**config.mk**
```make
export PLATFORM = sky130hd
export DESIGN_NAME = pair_pack_tx_16
export DESIGN_NICKNAME = d
export VERILOG_FILES = /design/src/rtl/pair_pack_tx_16.sv
export SDC_FILE = /design/constraint.sdc
export NUM_CORES = 1
export LEC_CHECK = 0
export CAP_MARGIN = 20
export CORE_ASPECT_RATIO = 0.6
export CORE_MARGIN = 8
export CORE_UTILIZATION = 50
export CTS_BUF_LIST = sky130_fd_sc_hd__clkbuf_8
export DETAILED_ROUTE_END_ITERATION = 10
export DONT_BUFFER_PORTS = 1
export SLEW_MARGIN = 20
export SYNTH_ARGS = -nofsm -noshare
export SYNTH_HDL_FRONTEND = slang
export SYNTH_SLANG_ARGS = --single-unit
```
**constraint.sdc**
```tcl
create_clock -name axi_clock_i -period 2.45 [get_ports axi_clock_i]
set_input_delay 0.6125 -clock axi_clock_i [delete_from_list [all_inputs] [get_ports axi_clock_i]]
set_output_delay 0.6125 -clock axi_clock_i [all_outputs]
set_load 0.1 [all_outputs]
```
**src/rtl/pair_pack_tx_16.sv**
```systemverilog
// Packs pairs of samples into one AXI4-Stream beat (earlier sample in the low half).
// Define PAIR_PACK_FORCE_LAST_EN to force last on the max_len-th sample and expose overflow_o.
//
// state   | meaning
// --------+-------------------------------------------------------
// ST_LOW  | no half held; next sample is low half or an odd tail
// ST_HIGH | low half held in low_q; next sample completes the beat
module pair_pack_tx_16 #(
   parameter int unsigned          data_size = 16,
   parameter logic [data_size-1:0] pad_value = '0,
   parameter int unsigned          max_len   = 255
) (
   input  logic                   axi_clock_i,
   input  logic                   axi_reset_n_i,
   input  logic                   sample_valid_i,
   input  logic [data_size-1:0]   sample_data_i,
   input  logic                   sample_last_i,
   output logic                   sample_ready_o,
   input  logic                   m_axis_ready_i,
   output logic                   m_axis_valid_o,
   output logic [2*data_size-1:0] m_axis_data_o,
   output logic                   m_axis_last_o,
   output logic [7:0]             vector_len_o,
`ifdef PAIR_PACK_FORCE_LAST_EN
   output logic                   overflow_o,
`endif
   output logic                   vector_done_o
);

   localparam logic [7:0] MAX_LEN_C = 8'(max_len);

   typedef enum logic {ST_LOW, ST_HIGH} state_t;

   state_t                 state_q, state_d;
   logic [data_size-1:0]   low_q, low_d;
   logic                   valid_q, valid_d;
   logic [2*data_size-1:0] data_q, data_d;
   logic                   last_q, last_d;
   logic [7:0]             cnt_q, cnt_d;
   logic [7:0]             pend_len_q, pend_len_d;
   logic [7:0]             len_q, len_d;
   logic                   done_q, done_d;
   logic                   run_q;
`ifdef PAIR_PACK_FORCE_LAST_EN
   logic                   ovf_q, ovf_d;
`endif

   logic       force_last;
   logic       eff_last;
   logic       stall;
   logic       ready;
   logic       accept;
   logic       xfer;
   logic [7:0] cnt_inc;

   always_comb begin
      force_last = 1'b0;
`ifdef PAIR_PACK_FORCE_LAST_EN
      force_last = (cnt_q == MAX_LEN_C - 8'd1);
`endif
      eff_last = sample_last_i || force_last;
      stall    = valid_q && !m_axis_ready_i;

      // An odd tail in LOW needs the output register, so it waits like HIGH does.
      if (!run_q)                ready = 1'b0;
      else if (state_q == ST_HIGH) ready = !stall;
      else                       ready = !(eff_last && stall);

      accept  = sample_valid_i && ready;
      xfer    = valid_q && m_axis_ready_i;
      cnt_inc = (cnt_q == MAX_LEN_C) ? cnt_q : cnt_q + 8'd1;

      state_d    = state_q;
      low_d      = low_q;
      valid_d    = valid_q;
      data_d     = data_q;
      last_d     = last_q;
      cnt_d      = cnt_q;
      pend_len_d = pend_len_q;
      len_d      = len_q;
      done_d     = 1'b0;
`ifdef PAIR_PACK_FORCE_LAST_EN
      ovf_d      = ovf_q;
`endif

      if (xfer) begin
         valid_d = 1'b0;
         if (last_q) begin
            len_d  = pend_len_q;
            done_d = 1'b1;
         end
      end

      if (accept) begin
         if (state_q == ST_HIGH) begin
            data_d  = {sample_data_i, low_q};
            last_d  = eff_last;
            valid_d = 1'b1;
            state_d = ST_LOW;
         end else if (eff_last) begin
            data_d  = {pad_value, sample_data_i};
            last_d  = 1'b1;
            valid_d = 1'b1;
         end else begin
            low_d   = sample_data_i;
            state_d = ST_HIGH;
         end

         // Length is captured at load time and published when the last beat leaves.
         if (eff_last) begin
            cnt_d      = 8'd0;
            pend_len_d = cnt_inc;
         end else begin
            cnt_d = cnt_inc;
         end
`ifdef PAIR_PACK_FORCE_LAST_EN
         if (force_last && !sample_last_i) ovf_d = 1'b1;
`endif
      end
   end

   always_ff @(posedge axi_clock_i or negedge axi_reset_n_i) begin
      if (!axi_reset_n_i) begin
         state_q    <= ST_LOW;
         low_q      <= '0;
         valid_q    <= 1'b0;
         data_q     <= '0;
         last_q     <= 1'b0;
         cnt_q      <= 8'd0;
         pend_len_q <= 8'd0;
         len_q      <= 8'd0;
         done_q     <= 1'b0;
         run_q      <= 1'b0;
`ifdef PAIR_PACK_FORCE_LAST_EN
         ovf_q      <= 1'b0;
`endif
      end else begin
         state_q    <= state_d;
         low_q      <= low_d;
         valid_q    <= valid_d;
         data_q     <= data_d;
         last_q     <= last_d;
         cnt_q      <= cnt_d;
         pend_len_q <= pend_len_d;
         len_q      <= len_d;
         done_q     <= done_d;
         run_q      <= 1'b1;
`ifdef PAIR_PACK_FORCE_LAST_EN
         ovf_q      <= ovf_d;
`endif
      end
   end

   assign sample_ready_o = ready;
   assign m_axis_valid_o = valid_q;
   assign m_axis_data_o  = data_q;
   assign m_axis_last_o  = last_q;
   assign vector_len_o   = len_q;
   assign vector_done_o  = done_q;
`ifdef PAIR_PACK_FORCE_LAST_EN
   assign overflow_o     = ovf_q;
`endif

endmodule

```
==> results.py <==
metrics = {
    "status": {
        "outcome": "finished, final reports clean",
    },
    "layout": {
        "finish.cell_count_without_fillers": 362,
        "mostFrequentLayoutCell": "sky130_fd_sc_hd__dfrtp_1",
        "mostFrequentLayoutCells": "sky130_fd_sc_hd__dfrtp_1, sky130_fd_sc_hd__mux2_2, sky130_fd_sc_hd__buf_4, sky130_fd_sc_hd__a22o_1",
        "area_delta_synth_final_pct": 13.0,
        "fillCellCount": 549,
        "final_nets": 293,
        "final-seq-area_sq_um": 1930,
        "post_route_cells_drive_above_1_share": 0.371,
        "final_area_sq_um": 3730,
        "multi_input_gate_area_in_the_final_layout_sq_um": 1260,
        "insertedDiodeCount": 0,
    },
    "logic_synthesis": {
        "ys_seq_elements": 77,
        "synth_enable_flop_cells": 0,
        "synthCells": 248,
        "yosysTopAreaCellShare": 0.583,
        "mappedNetlistNets": 270,
        "yosys.cell_types.count": 43,
        "synth_seq_area_share": 0.583,
        "synthArstFlopShare": 1.00,
        "synth_area_sq_um": 3300,
        "synth.avg_cell_area_sq_um": 13.3,
        "dominantRegCellSynth": "sky130_fd_sc_hd__dfrtp_1",
        "synth.top_cells.by_area": "sky130_fd_sc_hd__dfrtp_1, sky130_fd_sc_hd__mux2_2, sky130_fd_sc_hd__a22o_1",
        "synth_largest_area_cell": "sky130_fd_sc_hd__dfrtp_1",
        "synthesis.yosys.warnings": 0,
    },
    "worst_setup_path": {
        "required_arrival_time_at_the_worst_endpoint_ns": 1.84,
        "worstReg2RegStart": "cnt_q[0]",
        "crit_chain": "nand2b_1 > buf_4 > o21a_1 > buf_12",
        "rr_worst_depth": 5,
        "crit_path_top_delay_cell": "sky130_fd_sc_hd__dfrtp_1",
        "worst-endpoint-arrival_ns": 1.39,
        "path_delay_family": "flip-flops",
        "crit-reg2reg-capture": "pend_len_q[1]",
        "worstSetupPathType": "reg -> out",
        "endpoint_kind": "primary output",
        "critical_path.max_stage_delay_ns": 0.40,
        "worst-path-max-fanout": 5,
        "crit_buf_inv": 2,
        "start_kind": "flip-flop",
        "r2r_slack_ns": 0.52,
    },
    "drt": {
        "detail_route.wl_per_cell_um": 19.4,
        "antenna_left": 0,
        "detail_route.first_pass.iterations": 4,
        "initialDrtViolationCount": 201,
        "drc": 0,
        "dr_total_vias": 2009,
        "post_drt_via_cell_ratio": 5.55,
        "routed_wirelength_um": 7030,
    },
    "global_route": {
        "antenna_violations_before_repair": 0,
        "global_route.usage.total": 0.153,
        "grt_pass1_wl_um": 11400,
        "grt-ovfl-total": 0,
        "grt_start_max_net_pins": 78,
        "vias_in_the_first_global_route": 1985,
    },
    "flow_run": {
        "timing.max_cap.violations": 0,
    },
    "floorplan": {
        "design.core.area_sq_um": 6530,
        "die_w_um": 121,
        "die_footprint_sq_um": 9550,
        "placementRows": 23,
        "floorplan.die.height_um": 79.0,
        "floorplan.initialDensity": 0.506,
        "ioPinCount": 65,
    },
    "placed_design": {
        "place_congestion": 0.830,
        "portBuffers": 0,
        "place_ws_ns": 0.349,
        "postPlaceCellArea_sq_um": 3520,
        "place_hpwl_um": 4820,
        "placed_cells": 346,
    },
    "power_and_ir_drop": {
        "ir_drop_uv": 687,
        "leakagePower_nw": 1.67,
        "cellPowerDensity_nw_per_um2": 1370,
    },
    "timing": {
        "setup_ws_ns": 0.446,
        "setup_repair_after_global_routing_missed_its_margin": "no",
        "maximum_clock_frequency_mhz": 499,
        "hold_viol_final": 0,
        "hold-worst-slack_ns": 0.150,
        "timing.setup.tns_ns": 0,
        "period_needed_ns": 2.00,
        "final.period_utilization": 0.818,
        "pins_over_slew_limit": 0,
        "worst_slew_pin_slew_ns": 0.931,
        "slew_headroom": 0.379,
        "clock_skew_ns": 0.0102,
        "finalSetupViolations": 0,
    },
    "clock_tree": {
        "clk_pin_slew_ns": 0.08,
        "cts-buffers-inserted": 9,
        "clock-sinks": 77,
        "cts_hold_repair.buffers": 1,
        "cts_setup_buffers": 0,
        "clk_root_buffer_cell": "sky130_fd_sc_hd__clkbuf_8",
        "htree_num_levels": 3,
        "later_pin_clock_latency_in_the_skew_report_ns": 0.34,
        "clock_tree.buffer_depth": 2,
        "tritoncts": "yes",
        "cts-resized-gates": 0,
    },
    "min_path": {
        "timing.hold.worst.class": "in -> async",
    },
}
## power breakdown
| group | total, mW | switching [mW] | internal [mW] |
|---|---|---|---|
| Combinational | 1.18 | 0.755 | 0.426 |
| Clock | 0.922 | 0.457 | 0.465 |
| Sequential | 3.01 | 1.42 | 1.59 |
## how the worst max path moves through the flow
| stage | to | startpoint | slack (ns) | depth (start not counted) |
|---|---|---|---|---|
| 3_3_place_gp | m_axis_data_o[2] | m_axis_ready_i | 0.35 | 4 |
| 4_1_cts | sample_ready_o | m_axis_valid_o | 0.43 | 4 |
| 6_report | sample_ready_o | m_axis_valid_o | 0.45 | 4 |
| 5_1_grt | sample_ready_o | m_axis_valid_o | 0.36 | 4 |
| 2_1_floorplan | sample_ready_o | m_axis_valid_o | 0.01 | 2 |
| 3_5_place_dp | m_axis_data_o[13] | m_axis_ready_i | 0.35 | 4 |
## layout make-up
type                            count  share of cell area
Sequential cell                    77               0.516
Inverter                            7             0.00704
Clock buffer                        9              0.0332
Timing Repair Buffer               25              0.0590
Multi-Input combinational cell    151               0.338
Tap cell                           87              0.0292
Clock inverter                      6              0.0171
## worst register-to-register path, cell delays in order (launching register included)
cell and delay, ns:
sky130_fd_sc_hd__dfrtp_1 0.48, sky130_fd_sc_hd__ha_1 0.26, sky130_fd_sc_hd__nand3_2 0.21, sky130_fd_sc_hd__or2_0 0.39, sky130_fd_sc_hd__a21oi_1 0.34, sky130_fd_sc_hd__o21ai_0 0.12
## kinds of logic (layout without fill, tap and decap cells)
kind of cell / Yosys count / in the layout / synth area share
DFF: 77 / 77 / 0.583
muxes: 56 / 56 / 0.191
AOI/OAI and AO/OA: 51 / 51 / 0.111
and+or+nand+nor: 37 / 37 / 0.0625
buffers and inverters: 20 / 47 / 0.0341
xor gates and xnor gates: 5 / 5 / 0.0133
adders and majority gates: 1 / 1 / 0.00379
other: 1 / 1 / 0.00114
## Yosys cell counts, types with 2 or more instances
cell                        n
sky130_fd_sc_hd__nand3_1    3
sky130_fd_sc_hd__o21ai_0    7
sky130_fd_sc_hd__o211ai_1   2
sky130_fd_sc_hd__nor3_1     3
sky130_fd_sc_hd__a21oi_1    9
sky130_fd_sc_hd__inv_1      7
sky130_fd_sc_hd__o22ai_1    2
sky130_fd_sc_hd__mux2_2    56
sky130_fd_sc_hd__o21a_1     2
sky130_fd_sc_hd__a31oi_1    3
sky130_fd_sc_hd__a22o_1    16
sky130_fd_sc_hd__nand2_1    9
sky130_fd_sc_hd__buf_6      3
sky130_fd_sc_hd__xnor2_1    2
sky130_fd_sc_hd__buf_4      2
sky130_fd_sc_hd__buf_2      6
sky130_fd_sc_hd__nor2_1     8
sky130_fd_sc_hd__clkbuf_1   2
sky130_fd_sc_hd__nand4_1    3
sky130_fd_sc_hd__dfrtp_1   77
sky130_fd_sc_hd__xor2_1     3
sky130_fd_sc_hd__o31ai_1    2
## state kept, by name (all words and copies together) (netlist names)
register,cells
m_axis_last_o,1
vector_len_o,8
run_q,1
vector_done_o,1
m_axis_data_o,32
cnt_q,8
state_q,1
low_q,16
m_axis_valid_o,1
pend_len_q,8
## metal layers
metal / vias to the layer above / track usage / part of all wire
li1: 946 / - / -
met4: 0 / 0.0483 / 0.0038
met3: 4 / 0.0658 / 0.097
met5: - / 0 / 0
met1: 1000 / 0.223 / 0.50
met2: 59 / 0.198 / 0.40
## stage by stage
step | total power [mW] | util
final | 5.11 | 0.572
after global routing | 5.32 | 0.572
after global placement | 4.18 | 0.539
after CTS | 5.16 | 0.572
after detailed placement | 4.20 | 0.539
after floorplan | 3.93 | -
Note: power is estimated with default switching activity, not from simulation.
